**src/rtl/axi_lite_mem_slave_if.sv**
```systemverilog
// rtl/axi_lite_mem_slave_if.sv - AXI-lite channel bundle between a bus master port and the memory responder
interface axi_lite_mem_slave_if #(
    parameter int DATA_WIDTH = 32,
    parameter int ADDR_WIDTH = 8,
    parameter int RESP_WIDTH = 3
);
    logic [ADDR_WIDTH-1:0]   s_axi_awaddr;
    logic                    s_axi_awvalid;
    logic                    s_axi_awready;
    logic [DATA_WIDTH-1:0]   s_axi_wdata;
    logic [DATA_WIDTH/8:0]   s_axi_wstrb;
    logic                    s_axi_wvalid;
    logic                    s_axi_wready;
    logic [RESP_WIDTH-1:0]   s_axi_bresp;
    logic                    s_axi_bvalid;
    logic                    s_axi_bready;
    logic [ADDR_WIDTH-1:0]   s_axi_araddr;
    logic                    s_axi_arvalid;
    logic                    s_axi_arready;
    logic [DATA_WIDTH-1:0]   s_axi_rdata;
    logic [RESP_WIDTH-1:0]   s_axi_rresp;
    logic                    s_axi_rvalid;
    logic                    s_axi_rready;

    modport slave (
        input  s_axi_awaddr, s_axi_awvalid, s_axi_wdata, s_axi_wstrb, s_axi_wvalid,
        input  s_axi_bready, s_axi_araddr, s_axi_arvalid, s_axi_rready,
        output s_axi_awready, s_axi_wready, s_axi_bresp, s_axi_bvalid,
        output s_axi_arready, s_axi_rdata, s_axi_rresp, s_axi_rvalid
    );

    modport master (
        output s_axi_awaddr, s_axi_awvalid, s_axi_wdata, s_axi_wstrb, s_axi_wvalid,
        output s_axi_bready, s_axi_araddr, s_axi_arvalid, s_axi_rready,
        input  s_axi_awready, s_axi_wready, s_axi_bresp, s_axi_bvalid,
        input  s_axi_arready, s_axi_rdata, s_axi_rresp, s_axi_rvalid
    );
endinterface

```
**src/rtl/axi_lite_mem_slave.sv**
```systemverilog
// rtl/axi_lite_mem_slave.sv - AXI-lite responder backed by a word-addressed register memory
// Define AXI_MEM_SLVERR_EN to answer out-of-range accesses with SLVERR instead of wrapping the index.
module axi_lite_mem_slave #(
    parameter int          DATA_WIDTH = 32,
    parameter int          ADDR_WIDTH = 8,
    parameter int          RESP_WIDTH = 3,
    parameter int          MEM_DEPTH  = 4,
    parameter int unsigned BASE_ADDR  = 0
) (
    input  logic                s_axi_aclk,
    input  logic                s_axi_aresetn,
    axi_lite_mem_slave_if.slave s_axi
);

    localparam int BYTES = DATA_WIDTH / 8;
    localparam int LSB   = (BYTES > 1) ? $clog2(BYTES) : 0;
    localparam int IDX_W = (MEM_DEPTH > 1) ? $clog2(MEM_DEPTH) : 1;

    localparam logic [ADDR_WIDTH-1:0] BASE        = ADDR_WIDTH'(BASE_ADDR);
    localparam logic [ADDR_WIDTH-1:0] DEPTH_W     = ADDR_WIDTH'(MEM_DEPTH);
    localparam logic [RESP_WIDTH-1:0] RESP_OKAY   = RESP_WIDTH'(0);
    localparam logic [RESP_WIDTH-1:0] RESP_SLVERR = RESP_WIDTH'(2);

    localparam logic [1:0] W_IDLE      = 2'd0;
    localparam logic [1:0] W_HAVE_ADDR = 2'd1;
    localparam logic [1:0] W_HAVE_DATA = 2'd2;
    localparam logic [1:0] W_RESP      = 2'd3;

    localparam logic [0:0] R_IDLE = 1'b0;
    localparam logic [0:0] R_DATA = 1'b1;

    logic [1:0]            w_state_q, w_state_d;
    logic [0:0]            r_state_q, r_state_d;
    logic [ADDR_WIDTH-1:0] awaddr_q,  awaddr_d;
    logic [DATA_WIDTH-1:0] wdata_q,   wdata_d;
    logic [BYTES-1:0]      wstrb_q,   wstrb_d;
    logic                  awready_q, awready_d;
    logic                  wready_q,  wready_d;
    logic                  bvalid_q,  bvalid_d;
    logic [RESP_WIDTH-1:0] bresp_q,   bresp_d;
    logic                  arready_q, arready_d;
    logic                  rvalid_q,  rvalid_d;
    logic [DATA_WIDTH-1:0] rdata_q,   rdata_d;
    logic [RESP_WIDTH-1:0] rresp_q,   rresp_d;
    logic [DATA_WIDTH-1:0] mem_q [MEM_DEPTH];
    logic [DATA_WIDTH-1:0] mem_d [MEM_DEPTH];

    logic                  commit;
    logic [ADDR_WIDTH-1:0] c_addr;
    logic [DATA_WIDTH-1:0] c_data;
    logic [BYTES-1:0]      c_strb;
    logic [ADDR_WIDTH-1:0] c_offset;
    logic [IDX_W-1:0]      c_idx;
    logic                  c_ok;
    logic [ADDR_WIDTH-1:0] r_offset;
    logic [IDX_W-1:0]      r_idx;
    logic                  r_ok;

    logic                  unused_wstrb_msb;
    assign unused_wstrb_msb = s_axi.s_axi_wstrb[BYTES];

    function automatic logic [ADDR_WIDTH-1:0] addr_offset(input logic [ADDR_WIDTH-1:0] addr);
        return addr - BASE;
    endfunction

    // The modulo only matters when the index wraps; in range it is the plain word number.
    function automatic logic [IDX_W-1:0] word_index(input logic [ADDR_WIDTH-1:0] offset);
        return IDX_W'((offset >> LSB) % DEPTH_W);
    endfunction

`ifdef AXI_MEM_SLVERR_EN
    function automatic logic addr_in_range(input logic [ADDR_WIDTH-1:0] offset);
        return 64'(offset) < (64'(MEM_DEPTH) * 64'(BYTES));
    endfunction
`endif

    always_comb begin
        w_state_d = w_state_q;
        awaddr_d  = awaddr_q;
        wdata_d   = wdata_q;
        wstrb_d   = wstrb_q;
        bvalid_d  = bvalid_q;
        bresp_d   = bresp_q;
        mem_d     = mem_q;
        commit    = 1'b0;
        c_addr    = awaddr_q;
        c_data    = wdata_q;
        c_strb    = wstrb_q;

        case (w_state_q)
            W_IDLE: begin
                if (s_axi.s_axi_awvalid && awready_q && s_axi.s_axi_wvalid && wready_q) begin
                    commit = 1'b1;
                    c_addr = s_axi.s_axi_awaddr;
                    c_data = s_axi.s_axi_wdata;
                    c_strb = s_axi.s_axi_wstrb[BYTES-1:0];
                end else if (s_axi.s_axi_awvalid && awready_q) begin
                    awaddr_d  = s_axi.s_axi_awaddr;
                    w_state_d = W_HAVE_ADDR;
                end else if (s_axi.s_axi_wvalid && wready_q) begin
                    wdata_d   = s_axi.s_axi_wdata;
                    wstrb_d   = s_axi.s_axi_wstrb[BYTES-1:0];
                    w_state_d = W_HAVE_DATA;
                end
            end
            W_HAVE_ADDR: begin
                if (s_axi.s_axi_wvalid && wready_q) begin
                    commit = 1'b1;
                    c_data = s_axi.s_axi_wdata;
                    c_strb = s_axi.s_axi_wstrb[BYTES-1:0];
                end
            end
            W_HAVE_DATA: begin
                if (s_axi.s_axi_awvalid && awready_q) begin
                    commit = 1'b1;
                    c_addr = s_axi.s_axi_awaddr;
                end
            end
            W_RESP: begin
                if (s_axi.s_axi_bready) begin
                    bvalid_d  = 1'b0;
                    w_state_d = W_IDLE;
                end
            end
            default: w_state_d = W_IDLE;
        endcase

        c_offset = addr_offset(c_addr);
        c_idx    = word_index(c_offset);
        c_ok     = 1'b1;
`ifdef AXI_MEM_SLVERR_EN
        c_ok     = addr_in_range(c_offset);
`endif

        if (commit) begin
            w_state_d = W_RESP;
            bvalid_d  = 1'b1;
            bresp_d   = c_ok ? RESP_OKAY : RESP_SLVERR;
            if (c_ok) begin
                for (int b = 0; b < BYTES; b++) begin
                    if (c_strb[b]) begin
                        mem_d[c_idx][8*b +: 8] = c_data[8*b +: 8];
                    end
                end
            end
        end

        // Readies are registered, so they follow the state being entered.
        awready_d = (w_state_d == W_IDLE) || (w_state_d == W_HAVE_DATA);
        wready_d  = (w_state_d == W_IDLE) || (w_state_d == W_HAVE_ADDR);
    end

    always_comb begin
        r_state_d = r_state_q;
        rvalid_d  = rvalid_q;
        rdata_d   = rdata_q;
        rresp_d   = rresp_q;
        r_offset  = addr_offset(s_axi.s_axi_araddr);
        r_idx     = word_index(r_offset);
        r_ok      = 1'b1;
`ifdef AXI_MEM_SLVERR_EN
        r_ok      = addr_in_range(r_offset);
`endif

        case (r_state_q)
            R_IDLE: begin
                if (s_axi.s_axi_arvalid && arready_q) begin
                    // mem_q is the pre-edge contents, so a same-edge write is not visible here.
                    rdata_d   = r_ok ? mem_q[r_idx] : '0;
                    rresp_d   = r_ok ? RESP_OKAY : RESP_SLVERR;
                    rvalid_d  = 1'b1;
                    r_state_d = R_DATA;
                end
            end
            R_DATA: begin
                if (s_axi.s_axi_rready) begin
                    rvalid_d  = 1'b0;
                    r_state_d = R_IDLE;
                end
            end
            default: r_state_d = R_IDLE;
        endcase

        arready_d = (r_state_d == R_IDLE);
    end

    always_ff @(posedge s_axi_aclk or negedge s_axi_aresetn) begin
        if (!s_axi_aresetn) begin
            w_state_q <= W_IDLE;
            r_state_q <= R_IDLE;
            awaddr_q  <= '0;
            wdata_q   <= '0;
            wstrb_q   <= '0;
            awready_q <= 1'b0;
            wready_q  <= 1'b0;
            bvalid_q  <= 1'b0;
            bresp_q   <= '0;
            arready_q <= 1'b0;
            rvalid_q  <= 1'b0;
            rdata_q   <= '0;
            rresp_q   <= '0;
            mem_q     <= '{default: '0};
        end else begin
            w_state_q <= w_state_d;
            r_state_q <= r_state_d;
            awaddr_q  <= awaddr_d;
            wdata_q   <= wdata_d;
            wstrb_q   <= wstrb_d;
            awready_q <= awready_d;
            wready_q  <= wready_d;
            bvalid_q  <= bvalid_d;
            bresp_q   <= bresp_d;
            arready_q <= arready_d;
            rvalid_q  <= rvalid_d;
            rdata_q   <= rdata_d;
            rresp_q   <= rresp_d;
            mem_q     <= mem_d;
        end
    end

    assign s_axi.s_axi_awready = awready_q;
    assign s_axi.s_axi_wready  = wready_q;
    assign s_axi.s_axi_bvalid  = bvalid_q;
    assign s_axi.s_axi_bresp   = bresp_q;
    assign s_axi.s_axi_arready = arready_q;
    assign s_axi.s_axi_rvalid  = rvalid_q;
    assign s_axi.s_axi_rdata   = rdata_q;
    assign s_axi.s_axi_rresp   = rresp_q;

endmodule
```
**src/flat_wrapper.sv**
```systemverilog
// flat-port wrapper written by rule: the top's interface ports become plain ports
module axi_lite_mem_slave_flat 
#(
    parameter int          DATA_WIDTH = 32,
    parameter int          ADDR_WIDTH = 8,
    parameter int          RESP_WIDTH = 3,
    parameter int          MEM_DEPTH  = 4,
    parameter int unsigned BASE_ADDR  = 0
)
  (s_axi_aclk, s_axi_aresetn, s_axi_s_axi_awaddr, s_axi_s_axi_awvalid, s_axi_s_axi_wdata, s_axi_s_axi_wstrb, s_axi_s_axi_wvalid, s_axi_s_axi_bready, s_axi_s_axi_araddr, s_axi_s_axi_arvalid, s_axi_s_axi_rready, s_axi_s_axi_awready, s_axi_s_axi_wready, s_axi_s_axi_bresp, s_axi_s_axi_bvalid, s_axi_s_axi_arready, s_axi_s_axi_rdata, s_axi_s_axi_rresp, s_axi_s_axi_rvalid);
  axi_lite_mem_slave_if #(.DATA_WIDTH(DATA_WIDTH), .ADDR_WIDTH(ADDR_WIDTH), .RESP_WIDTH(RESP_WIDTH)) s_axi_i ();
  input  logic s_axi_aclk;
  input  logic s_axi_aresetn;
  input wire logic [$bits(s_axi_i.s_axi_awaddr)-1:0] s_axi_s_axi_awaddr;
  input wire logic [$bits(s_axi_i.s_axi_awvalid)-1:0] s_axi_s_axi_awvalid;
  input wire logic [$bits(s_axi_i.s_axi_wdata)-1:0] s_axi_s_axi_wdata;
  input wire logic [$bits(s_axi_i.s_axi_wstrb)-1:0] s_axi_s_axi_wstrb;
  input wire logic [$bits(s_axi_i.s_axi_wvalid)-1:0] s_axi_s_axi_wvalid;
  input wire logic [$bits(s_axi_i.s_axi_bready)-1:0] s_axi_s_axi_bready;
  input wire logic [$bits(s_axi_i.s_axi_araddr)-1:0] s_axi_s_axi_araddr;
  input wire logic [$bits(s_axi_i.s_axi_arvalid)-1:0] s_axi_s_axi_arvalid;
  input wire logic [$bits(s_axi_i.s_axi_rready)-1:0] s_axi_s_axi_rready;
  output wire logic [$bits(s_axi_i.s_axi_awready)-1:0] s_axi_s_axi_awready;
  output wire logic [$bits(s_axi_i.s_axi_wready)-1:0] s_axi_s_axi_wready;
  output wire logic [$bits(s_axi_i.s_axi_bresp)-1:0] s_axi_s_axi_bresp;
  output wire logic [$bits(s_axi_i.s_axi_bvalid)-1:0] s_axi_s_axi_bvalid;
  output wire logic [$bits(s_axi_i.s_axi_arready)-1:0] s_axi_s_axi_arready;
  output wire logic [$bits(s_axi_i.s_axi_rdata)-1:0] s_axi_s_axi_rdata;
  output wire logic [$bits(s_axi_i.s_axi_rresp)-1:0] s_axi_s_axi_rresp;
  output wire logic [$bits(s_axi_i.s_axi_rvalid)-1:0] s_axi_s_axi_rvalid;
  assign s_axi_i.s_axi_awaddr = s_axi_s_axi_awaddr;
  assign s_axi_i.s_axi_awvalid = s_axi_s_axi_awvalid;
  assign s_axi_i.s_axi_wdata = s_axi_s_axi_wdata;
  assign s_axi_i.s_axi_wstrb = s_axi_s_axi_wstrb;
  assign s_axi_i.s_axi_wvalid = s_axi_s_axi_wvalid;
  assign s_axi_i.s_axi_bready = s_axi_s_axi_bready;
  assign s_axi_i.s_axi_araddr = s_axi_s_axi_araddr;
  assign s_axi_i.s_axi_arvalid = s_axi_s_axi_arvalid;
  assign s_axi_i.s_axi_rready = s_axi_s_axi_rready;
  assign s_axi_s_axi_awready = s_axi_i.s_axi_awready;
  assign s_axi_s_axi_wready = s_axi_i.s_axi_wready;
  assign s_axi_s_axi_bresp = s_axi_i.s_axi_bresp;
  assign s_axi_s_axi_bvalid = s_axi_i.s_axi_bvalid;
  assign s_axi_s_axi_arready = s_axi_i.s_axi_arready;
  assign s_axi_s_axi_rdata = s_axi_i.s_axi_rdata;
  assign s_axi_s_axi_rresp = s_axi_i.s_axi_rresp;
  assign s_axi_s_axi_rvalid = s_axi_i.s_axi_rvalid;
  axi_lite_mem_slave #(.DATA_WIDTH(DATA_WIDTH), .ADDR_WIDTH(ADDR_WIDTH), .RESP_WIDTH(RESP_WIDTH), .MEM_DEPTH(MEM_DEPTH), .BASE_ADDR(BASE_ADDR)) u_core (.s_axi_aclk(s_axi_aclk), .s_axi_aresetn(s_axi_aresetn), .s_axi(s_axi_i));
endmodule
```
**config.mk**
```make
export PLATFORM = sky130hd
export DESIGN_NAME = axi_lite_mem_slave_flat
export DESIGN_NICKNAME = d
export VERILOG_FILES = /design/src/rtl/axi_lite_mem_slave_if.sv /design/src/rtl/axi_lite_mem_slave.sv /design/src/flat_wrapper.sv
export SDC_FILE = /design/constraint.sdc
export NUM_CORES = 1
export LEC_CHECK = 0
export ABC_AREA = 1
export BUFFER_PORTS_ARGS = -buffer_cell sky130_fd_sc_hd__buf_2
export CAP_MARGIN = 20
export CELL_PAD_IN_SITES_DETAIL_PLACEMENT = 1
export CELL_PAD_IN_SITES_GLOBAL_PLACEMENT = 1
export CORE_AREA = 2 2 180 129
export CTS_CLUSTER_SIZE = 14
export DETAILED_ROUTE_END_ITERATION = 6
export DIE_AREA = 0 0 182 131
export GPL_TIMING_DRIVEN = 0
export PLACE_DENSITY = 0.93
export RECOVER_POWER = 100
export SYNTH_ARGS = -nofsm -noshare
export SYNTH_HDL_FRONTEND = slang
export SYNTH_SLANG_ARGS = --single-unit
```
**constraint.sdc**
```tcl
create_clock -name s_axi_aclk -period 4.3 [get_ports s_axi_aclk]
set_input_delay 0.43 -clock s_axi_aclk [delete_from_list [all_inputs] [get_ports s_axi_aclk]]
set_output_delay 0.43 -clock s_axi_aclk [all_outputs]
set_load 0.03 [all_outputs]
```
==> out/metrics.csv, run 1 <==
stage,metric,value,unit
timing,timing.final.ws_setup,0.8326,ns
placement,place_ws,1.451,ns
grt,overflow,0,
power_and_ir_drop,powerDensity,831.0,nW/um2
worst_setup_path,cp.required,4.75,ns
synth,synth_ff_type,dfrtp_1,
synth,synthesis.area,10200,um2
grt,antenna_found_initial,0,
timing,rsz0062_at_grt,false,
run,maxCapViolCount,1,
floorplan,die_x,182,um
synth,yosys_register_bits,206,
timing,setup_viol,0,
run_status,status,finished with violations,
synth,synth.avg_cell_area,7.454,um2
grt,grt_busiest_layer,met2,
layout,fill_cells,2865,
synth,synth_edf_count,0,
routing,drc,0,
synth,ys_async_sr_fraction,100.0,%
timing,fin_crit,3.467,ns
power_and_ir_drop,ir_worst_vdd,417.3,uV
timing,max_freq,0.2884,GHz
worst_setup_path,cp-end-kind,register,
synth,synthCells,1368,
grt,grtUsageMet1,40.71,%
layout,area_delta_synth_final,14.05,%
placement,dp_hpwl,24880,um
clock_tree,clockRootBuffer,clkbuf_16,
routing,vias,10130,
clock_tree,numCtsBuffers,22,
floorplan,design.core.area,22220,um2
grt,grt_pass1_vias,10690,
synth,synth_largest_area_cell,dfrtp_1,
routing,routed_wirelength,35520,um
worst_setup_path,rr_endpoint,u_core.mem_q[10],
clock_tree,cts_tree,done,
synth,yosys_warnings,0,
clock_tree,cts_sinks,206,
synth,ys_seq_area_share,50.55,%
clock_tree,cts_resized,0,
floorplan,fp.dieArea,23840,um2
worst_setup_path,crit-reg2reg-launch,u_core.w_state_q[1],
synth,synthTopCellsByArea,"dfrtp_1 51%, nand2_1 16%, nand3_1 7.6%",
grt,grt_max_degree,108,
floorplan,fp-row-count,46,
layout,antennaDiodeCount,0,
hold_path,hold_path_class,primary input to register,
routing,drtPass1Iterations,5,
timing,relSlewSlack,-82.75,%
grt,grt_pass1_wl,57090,um
layout,drive_gt1_share,7.425,%
synth,synth_top_area_share,50.55,%
timing,period_share,80.64,%
hold_path,hold_path.startpoint,s_axi_s_axi_rready,
synth,synth_cell_type_count,23,
worst_setup_path,cp-start-kind,register,
power_and_ir_drop,p_leak,5.823,nW
layout,multiInputGateArea,4423,um2
synth,synth_common_cells,"435 x nand2_1, 206 x dfrtp_1, 197 x nor2_1, 154 x nand3_1, 133 x o21ai_0",
synth,synth.most_common_cell,nand2_1,
grt,grt_usage,30.59,%
worst_setup_path,r2r_slack,0.83,ns
worst_setup_path,arrival,3.91,ns
run_status,violations,"capacitance limit, slew limit",
floorplan,fp.dieH,131,um
clock_tree,clkTransAtPathRegs,0.06,ns
layout,seq_area,5155,um2
clock_tree,cts_hold_buf,0,
floorplan,io_pins,103,
worst_setup_path,reg2regPathDepth,11,
routing,drt.antenna.violating_nets,0,
timing,worstMarginPinSlew,2.741,ns
hold_path,hold-path-endpoint,u_core.s_axi.s_axi_rvalid,
routing,viasPerCell,5.681,
timing,finalHoldViolations,0,
grt,use_met3,4.656,%
placement,io_buffers,82,
timing,clock_skew,0.008711,ns
worst_setup_path,crit_type,register to register,
layout,final_nets,1544,
timing,maxSlewViolCount,107,
placement,routabilityCongestion,0.8511,
clock_tree,insertion_delay,0.52,ns
power_and_ir_drop,total_power,9.665,mW
clock_tree,postCtsSetupBuffers,0,
routing,detail_route.iter0.violations,659,
floorplan,start_util,45.90,%
worst_setup_path,crit_fanout,10,
clock_tree,ctsHtreeMaxLevel,1,
routing,wl_per_cell,19.92,um
grt,grt_util_met2,51.19,%
layout,fin_util,52.35,%
hold_path,hold_depth,2,
clock_tree,cts_buffer_depth,3,
flip-flops by register name, indices dropped and copies added (netlist names), 2 cells and up:
register and count:
u_core.s_axi.s_axi_rdata 32, u_core.mem_q 128, u_core.wdata_q 32, u_core.w_state_q 2
u_core.awaddr_q 2, u_core.wstrb_q 4
power breakdown:
| part | internal, mW | switching (mW) | total (mW) |
|---|---|---|---|
| registers | 2.84 | 0.515 | 3.36 |
| clock network | 1.13 | 0.807 | 1.94 |
| logic | 1.06 | 3.31 | 4.37 |
per-layer routing:
layer,wire (um),share of wire [%],vias to the layer above
li1,-,-,4622
met1,15500,44,5067
met2,16680,47,358
met3,2190,6.2,82
met4,1150,3.2,0
met5,0,0,-
worst max-delay path, cell delays in order, from the launching register on:
cell      delay, ns
dfrtp_1        0.42
inv_1          0.10
ha_1           0.14
clkbuf_1       0.44
inv_1          0.11
o21ai_0        0.31
nor2_1         0.09
nor2_1         0.41
nand2_1        0.44
nor2_1         0.70
nand2_1        0.12
nand2_1        0.10
through the flow:
step	hold WS [ns]	area [um2]	setup TNS (ns)	std cells
final	0.1007	11630	0	1783
after global routing	0.1085	11630	0	1783
after CTS	0.003940	11740	0	1783
after detailed placement	0.4403	11020	0	1744
after global placement	0.4309	10990	-163.34	1743
after floorplan	0.1344	10220	0	1373
cell families (layout without fill, tap and decap cells):
logic type	Yosys count	in the layout	synth area share (%)
other	1	6	0.03677
AO/OA/AOI/OAI	214	214	11.40
AND/OR/NAND/NOR	800	800	31.77
flip-flops	206	206	50.55
adder cells (fa/ha/maj)	4	4	0.4908
buffers and inverters	143	265	5.755
how the worst max path moves through the flow:
stage                             start                            to  slack, ns  cells after the start
floorplan           u_core.w_state_q[0]               u_core.mem_q[8]       2.30                     11
global placement          s_axi_aresetn  u_core.s_axi.s_axi_rdata[15]      -0.82                      1
detailed placement  u_core.w_state_q[1]              u_core.mem_q[10]       1.45                     11
CTS                 u_core.w_state_q[1]              u_core.mem_q[10]       1.41                     11
global route        u_core.w_state_q[1]               u_core.mem_q[8]       0.54                     11
finish              u_core.w_state_q[1]              u_core.mem_q[10]       0.83                     11
final cells by class:
type / instances / area share, %
flip-flops and latches: 206 / 44.32
well taps: 288 / 3.098
inverters: 64 / 2.066
repair buffers: 83 / 3.367
multi-input cells: 1024 / 38.03
clock inverters: 9 / 0.8392
clock buffers: 30 / 5.347
plain buffers: 79 / 2.926
cell usage in the layout, fill, tap and decap left out, drive strengths merged:
master / synthesis / final
a31oi: 32 / 32
clkbuf: 45 / 121
or2: 2 / 2
nand3: 154 / 154
inv: 63 / 63
nand2: 437 / 437
o21ai: 140 / 140
bufinv: 0 / 2
a21oi: 41 / 41
conb: 1 / 6
buf: 34 / 71
nor3: 2 / 2
clkinvlp: 0 / 1
o21bai: 1 / 1
ha: 4 / 4
clkinv: 1 / 7
dfrtp: 206 / 206
nor2: 205 / 205
Power figures use the tool's default switching activity.
==> inputs of run 2 (changes only) <==
Settings changed: CORE_AREA 2 2 180 129 to 2 2 185 133, DIE_AREA 0 0 182 131 to 0 0 187 135, PLACE_DENSITY 0.93 to 0.89.
Clock period 4.3 ns to 3.5 ns, I/O delays scaled along.
==> run 2 against run 1 <==
Effect of this change:
- the run still ends with capacitance limit, slew limit left
- register-to-register slack got worse by 0.41 ns
- via count decreased by 1.3%
- cell count increased by 1.7%
- non-clock buffer count increased by 2
- clock skew increased by 0.0010 ns
- first-iteration DRC count increased by 22%
- worst hold slack got worse by 0.073 ns
- die area increased by 5.9%
- global-route usage decreased by 2.5 points
- maximum frequency increased by 13%
- wire length decreased by 2.0%
- count of clock-buffer cells in the layout decreased by 1
- largest cell class unchanged
==> out/metrics.csv, run 2 (same netlist as run 1, synthesis figures left out) <==
stage,metric,value,unit,change
floorplan,io_pins,103,,unchanged
floorplan,fp.dieH,135,um,was 131 um
worst_setup_path,arrival,3.52,ns,was 3.91 ns
power_and_ir_drop,pwr-share-clk,20.7,%,was 20.1%
placement,routabilityCongestion,0.8635,,was 0.8511
grt,grt_util_met2,47.77,%,was 51.19%
worst_setup_path,cp-start-kind,register,,unchanged
power_and_ir_drop,ir_worst_vdd,401.4,uV,was 417.3 uV
routing,routed_wirelength,34820,um,was 35520 um
floorplan,fp-row-count,47,,was 46
worst_setup_path,critical-path-max-stage-delay,0.50,ns,was 0.70 ns
grt,grt_pass1_vias,10560,,was 10690
routing,viasPerCell,5.514,,was 5.681
floorplan,start_util,43.68,%,was 45.90%
timing,setup_viol,0,,unchanged
power_and_ir_drop,powerDensity,1018,nW/um2,was 831.0 nW/um2
grt,grt_busiest_layer,met2,,unchanged
hold_path,hold_path.startpoint,s_axi_s_axi_rready,,unchanged
floorplan,die_x,187,um,was 182 um
grt,antenna_found_initial,0,,unchanged
timing,maxSlewViolCount,34,,was 107
clock_tree,clockRootBuffer,clkbuf_16,,unchanged
clock_tree,cts_sinks,206,,unchanged
clock_tree,postCtsSetupBuffers,0,,unchanged
routing,drt.antenna.violating_nets,0,,unchanged
placement,placed_cells,1775,,was 1744
power_and_ir_drop,intPower,6.281,mW,was 5.029 mW
routing,vias,10000,,was 10130
grt,use_met3,3.612,%,was 4.656%
clock_tree,insertion_delay,0.51,ns,was 0.52 ns
worst_setup_path,critPathBufInv,3,,unchanged
worst_setup_path,cp.required,3.94,ns,was 4.75 ns
timing,rsz0062_at_grt,false,,unchanged
hold_path,hold_path_class,primary input to register,,unchanged
routing,drc,0,,unchanged
worst_setup_path,crit_type,register to register,,unchanged
power_and_ir_drop,seq_power_share,34.4,%,was 34.7%
worst_setup_path,cp_slowest_cell,nor2_2,,was nor2_1
layout,final_nets,1546,,was 1544
worst_setup_path,worstPathCellList,inv_1 -> ha_1 -> clkbuf_1 -> inv_1 -> o21ai_1 -> nor2_1 -> nor2_1 -> nand2_1 -> nor2_2 -> nand2_1 -> nand2_1,,was inv_1 -> ha_1 -> clkbuf_1 -> inv_1 -> o21ai_0 -> nor2_1 -> nor2_1 -> nand2_1 -> nor2_1 -> nand2_1 -> nand2_1
grt,grtUsageMet1,38.38,%,was 40.71%
worst_setup_path,crit_top_cell,nand2_1,,
grt,grt_usage,28.13,%,was 30.59%
power_and_ir_drop,power_switching,5.709,mW,was 4.636 mW
clock_tree,cts_resized,0,,unchanged
floorplan,fp.dieArea,25250,um2,was 23840 um2
timing,relSlewSlack,-24.03,%,was -82.75%
worst_setup_path,critical-path-top-delay-family,simple AND/OR/NAND/NOR gates,,unchanged
power_and_ir_drop,p_leak,5.852,nW,was 5.823 nW
floorplan,design.core.area,23350,um2,was 22220 um2
timing,finalHoldViolations,0,,unchanged
layout,antennaDiodeCount,0,,unchanged
placement,io_buffers,82,,unchanged
worst_setup_path,crit_fanout,10,,unchanged
power_and_ir_drop,swShare,47.61,%,was 47.96%
timing,fin_crit,3.079,ns,was 3.467 ns
timing,period_share,87.97,%,was 80.64%
worst_setup_path,cp-end-kind,register,,unchanged
grt,grt_pass1_wl,56480,um,was 57090 um
clock_tree,cts_tree,done,,unchanged
timing,max_freq,0.3248,GHz,was 0.2884 GHz
run_status,violations,"capacitance limit, slew limit",,unchanged
power_and_ir_drop,pwr-share-comb,44.9,%,was 45.2%
timing,worstMarginPinSlew,1.860,ns,was 2.741 ns
layout,largest_reg_flops,128,,unchanged
layout,drive_gt1_share,8.088,%,was 7.425%
layout,area_delta_synth_final,15.48,%,was 14.05%
placement,dp_hpwl,24790,um,was 24880 um
clock_tree,cts_hold_buf,1,,was 0
grt,grt_max_degree,101,,was 108
layout,fill_cells,3010,,was 2865
clock_tree,ctsHtreeMaxLevel,1,,unchanged
worst_setup_path,setup.worst_path.start,u_core.w_state_q[1],,unchanged
worst_setup_path,crit-reg2reg-launch,u_core.w_state_q[1],,unchanged
clock_tree,clkTransAtPathRegs,0.06,ns,about the same
clock_tree,numCtsBuffers,22,,unchanged
run,maxCapViolCount,1,,unchanged
routing,wl_per_cell,19.19,um,was 19.92 um
timing,clock_skew,0.009746,ns,was 0.008711 ns
routing,drtPass1Iterations,6,,was 5
layout,largest_register,u_core.mem_q,,unchanged
layout,mostFrequentLayoutCells,"435 x nand2_1, 206 x dfrtp_1, 198 x nor2_1",,"was 435 x nand2_1, 206 x dfrtp_1, 204 x nor2_1"
run_status,status,finished with violations,,unchanged
clock_tree,cts_buffer_depth,3,,unchanged
routing,detail_route.iter0.violations,807,,was 659
layout,stdcell_count,1814,,was 1783
layout,layout_commonest_cell,nand2_1,,unchanged
power_and_ir_drop,total_power,11.99,mW,was 9.665 mW
grt,overflow,0,,unchanged
run 2: changes by cell type in the layout (fill, tap and decap cells not counted), sizes merged:
cell,previous run,this run
dlygate4sd3,0,1
buf,71,72
clkinv,7,6
clkbuf,121,120
bufinv,2,3
run 2: power groups by stage:
stage	logic (mW)	registers, mW	clock network (mW)
global placement	5.11	4.06	0
finish	5.39	4.12	2.48
detailed placement	5.34	4.13	0
global route	5.94	4.24	2.61
floorplan	3.12	4.39	0
CTS	5.41	4.11	2.50
run 2: area by class of cell:
| type | instances | area (um2) | area share [%] |
|---|---|---|---|
| multi-input combinational | 1024 | 4464 | 37.91 |
| clock inverter | 9 | 122.6 | 1.041 |
| sequential | 206 | 5155 | 43.77 |
| inverter | 64 | 240.2 | 2.040 |
| tap | 318 | 397.9 | 3.379 |
| clock buffer | 29 | 628.1 | 5.334 |
| timing repair buffer | 85 | 427.9 | 3.634 |
| buffer | 79 | 340.3 | 2.890 |
run 2: per-stage QoR:
step                      cell area [um2]  setup WS (ns)  utilization [%]  hold slack [ns]  TNS [ns]
final                               11780         0.4209            50.44          0.02728         0
after CTS                           11850         0.6327            50.76          0.02486         0
after detailed placement            11090         0.6634            47.50           0.2309         0
after global routing                11780         0.2538            50.44          0.03032         0
after global placement              11020         -1.572            47.22           0.4300   -318.48
after floorplan                     10220          1.496                -          0.05441         0
run 2: per-layer routing:
layer,part of all wire (%),vias to the layer above
li1,-,4628
met1,46,5045
met2,47,263
met3,5.2,66
met4,2.6,0
met5,0,-
run 2: path summary, 6_finish.rpt:
check,slack [ns],cells after the start,endpoint
worst max-delay path,0.42,11,u_core.mem_q[19]
worst max register to register,0.42,11,u_core.mem_q[19]
worst min-delay path,0.03,2,u_core.s_axi.s_axi_rvalid
worst min register to register,0.45,1,u_core.s_axi.s_axi_rvalid
max in group asynchronous,0.96,4,u_core.mem_q[45]
min in group asynchronous,0.89,2,u_core.s_axi.s_axi_rdata[24]
==> inputs of run 3 (changes only) <==
Settings changed: CELL_PAD_IN_SITES_DETAIL_PLACEMENT 1 to default, CELL_PAD_IN_SITES_GLOBAL_PLACEMENT 1 to default, CORE_AREA 2 2 185 133 to 2 2 174 125, DIE_AREA 0 0 187 135 to 0 0 176 127, PLACE_DENSITY 0.89 to 0.78, TNS_END_PERCENT from default to 10.
==> run 3 against run 2 <==
Effect of this change:
- the flow still finishes with violations (capacitance limit, slew limit)
- largest power group unchanged
- clock power is 8.5% lower
- sequential share of layout area is 0.57 points higher
- worst hold slack better by 0.016 ns
- cell count is 2.5% lower
- combinational power is 3.9% lower
- flip-flop and latch count stayed put
- largest cell class unchanged
==> out/metrics.csv, run 3 (same netlist as run 1, synthesis figures left out) <==
stage,metric,value,unit,change
clock_tree,cts_hold_buf,1,,unchanged
routing,dr.max_layer_used,met4,,unchanged
clock_tree,insertion_delay,0.50,ns,was 0.51 ns
clock_tree,ctsHtreeMaxLevel,1,,unchanged
placement,dpl_cell_area,11010,um2,was 11090 um2
power_and_ir_drop,total_power,11.53,mW,was 11.99 mW
clock_tree,numCtsBuffers,21,,was 22
clock_tree,cts_buffer_depth,3,,unchanged
power_and_ir_drop,powerDensity,991.6,nW/um2,was 1018 nW/um2
layout,layout_commonest_cell,nand2_1,,unchanged
placement,io_buffers,82,,unchanged
floorplan,fp.dieH,127,um,was 135 um
layout,antennaDiodeCount,0,,unchanged
grt,grt_usage,27.29,%,was 28.13%
grt,antenna_found_initial,0,,unchanged
grt,grt_pass1_vias,9084,,was 10560
layout,largest_reg_flops,128,,unchanged
layout,fill_cells,1943,,was 3010
routing,met3RoutedLength,2874,um,was 1799 um
grt,grt_pass1_wl,48220,um,was 56480 um
placement,placed_cells,1732,,was 1775
timing,maxSlewViolCount,91,,was 34
floorplan,fp-row-count,44,,was 47
worst_setup_path,critical-path-max-stage-delay,0.51,ns,was 0.50 ns
power_and_ir_drop,swShare,46.82,%,was 47.61%
grt,grt_max_degree,117,,was 101
power_and_ir_drop,power_switching,5.397,mW,was 5.709 mW
worst_setup_path,crit_fanout,10,,unchanged
grt,overflow,0,,unchanged
floorplan,design.core.area,20530,um2,was 23350 um2
clock_tree,clockRootBuffer,clkbuf_16,,unchanged
power_and_ir_drop,intPower,6.130,mW,was 6.281 mW
clock_tree,cts_sinks,206,,unchanged
hold_path,hold_path.startpoint,s_axi_s_axi_rready,,unchanged
layout,largest_register,u_core.mem_q,,unchanged
worst_setup_path,crit_top_cell,nand2_1,,unchanged
power_and_ir_drop,seq_power_share,35.3,%,was 34.4%
placement,dp_hpwl,21110,um,was 24790 um
power_and_ir_drop,ir_worst_vdd,480.2,uV,was 401.4 uV
run_status,status,finished with violations,,unchanged
layout,area_delta_synth_final,14.00,%,was 15.48%
layout,mostFrequentLayoutCells,"435 x nand2_1, 206 x dfrtp_1, 200 x nor2_1",,"was 435 x nand2_1, 206 x dfrtp_1, 198 x nor2_1"
clock_tree,clkTransAtPathRegs,0.06,ns,about the same
run,maxCapViolCount,1,,unchanged
routing,wl_per_cell,16.94,um,was 19.19 um
routing,viasPerCell,5.488,,was 5.514
timing,rsz0062_at_grt,false,,unchanged
worst_setup_path,worstPathCellList,inv_1 -> ha_1 -> clkbuf_1 -> inv_1 -> o21ai_1 -> nor2_1 -> nor2_1 -> nand2_1 -> nor2_2 -> nand2_1 -> nand2_1,,unchanged
routing,drc,0,,unchanged
worst_setup_path,cp-end-kind,register,,unchanged
routing,drt.antenna.violating_nets,0,,unchanged
floorplan,fp.dieArea,22350,um2,was 25250 um2
run_status,violations,"capacitance limit, slew limit",,unchanged
worst_setup_path,setup.worst_path.start,u_core.w_state_q[1],,unchanged
worst_setup_path,crit-reg2reg-launch,u_core.w_state_q[1],,unchanged
routing,vias,9709,,was 10000
clock_tree,cts_resized,0,,unchanged
timing,finalHoldViolations,0,,unchanged
hold_path,hold_path_class,primary input to register,,unchanged
timing,clock_skew,0.007193,ns,was 0.009746 ns
worst_setup_path,crit_type,register to register,,unchanged
worst_setup_path,cp_slowest_cell,nor2_2,,unchanged
timing,relSlewSlack,-54.25,%,was -24.03%
routing,routed_wirelength,29970,um,was 34820 um
worst_setup_path,cp.required,3.93,ns,was 3.94 ns
power_and_ir_drop,p_leak,5.808,nW,was 5.852 nW
timing,hold_slack,0.04305,ns,was 0.02728 ns
floorplan,die_x,176,um,was 187 um
clock_tree,cts_tree,done,,unchanged
clock_tree,postCtsSetupBuffers,0,,unchanged
layout,drive_gt1_share,7.770,%,was 8.088%
placement,routabilityCongestion,0.8626,,was 0.8635
timing,worstMarginPinSlew,2.314,ns,was 1.860 ns
timing,fin_crit,3.002,ns,was 3.079 ns
timing,setup_viol,0,,unchanged
routing,detail_route.iter0.violations,1130,,was 807
floorplan,start_util,49.66,%,was 43.68%
layout,stdcell_area,11620,um2,was 11780 um2
worst_setup_path,cp-start-kind,register,,unchanged
routing,wl_met1,13160,um,was 15860 um
layout,stdcell_count,1769,,was 1814
layout,final_nets,1544,,was 1546
timing,period_share,85.78,%,was 87.97%
routing,wl_met2,13160,um,was 16270 um
floorplan,io_pins,103,,unchanged
timing,fin_setup_tns,0,ns,unchanged
routing,drtPass1Iterations,6,,unchanged
worst_setup_path,arrival,3.43,ns,was 3.52 ns
timing,max_freq,0.3331,GHz,was 0.3248 GHz
power_and_ir_drop,pwr-share-clk,19.7,%,was 20.7%
power_and_ir_drop,pwr-share-comb,45.0,%,was 44.9%
-- run 3: changes by cell type in the layout (fill, tap and decap cells not counted), sizes merged --
cell / change
bufinv: -1
clkinv: -1
buf: -1
-- run 3: cell type report --
class | count | area, um2 | share of cell area [%]
buffer | 79 | 340.3 | 2.928
clock buffer | 29 | 595.6 | 5.123
clock inverter | 7 | 87.58 | 0.7534
inverter | 64 | 240.2 | 2.067
multi-input combinational | 1024 | 4459 | 38.36
sequential | 206 | 5155 | 44.34
tap | 276 | 345.3 | 2.971
timing repair buffer | 84 | 401.6 | 3.455
-- run 3: critical path: cells and delay by family (launching register included) --
kind | cells | cell delay, ns
fa+ha+maj | 1 | 0.14
simple gates | 6 | 1.58
buf+inv | 3 | 0.59
compound gates | 1 | 0.22
flops | 1 | 0.41
-- run 3: layer usage --
layer,vias to the layer above,global-route usage [%]
met5,-,0
met4,0,7.098
met3,58,5.923
met2,420,42.20
met1,4603,39.26
li1,4628,-
-- run 3: path summary, 6_finish.rpt --
check                      depth (start not counted)  slack (ns)                         to
setup / recovery                                  11        0.50           u_core.mem_q[23]
hold / removal                                     2        0.04  u_core.s_axi.s_axi_rvalid
setup reg to reg                                  11        0.50           u_core.mem_q[23]
hold reg to reg                                    1        0.45  u_core.s_axi.s_axi_rvalid
max in group asynchronous                          3        0.96          u_core.mem_q[115]
min in group asynchronous                          2        1.09           u_core.mem_q[91]
-- run 3: power groups by stage --
stage | combinational (mW) | sequential (mW) | clock [mW]
after floorplan | 3.12 | 4.39 | 0
after global placement | 4.99 | 4.04 | 0
after detailed placement | 5.12 | 4.09 | 0
after CTS | 5.17 | 4.05 | 2.29
after global routing | 5.72 | 4.20 | 2.39
final | 5.18 | 4.07 | 2.27
-- run 3: stage by stage --
stage               util, %  setup WS (ns)
global placement      53.43         -1.456
finish                56.61         0.4976
global route          56.61         0.2453
detailed placement    53.61         0.7982
floorplan                 -          1.496
CTS                   56.99         0.7402
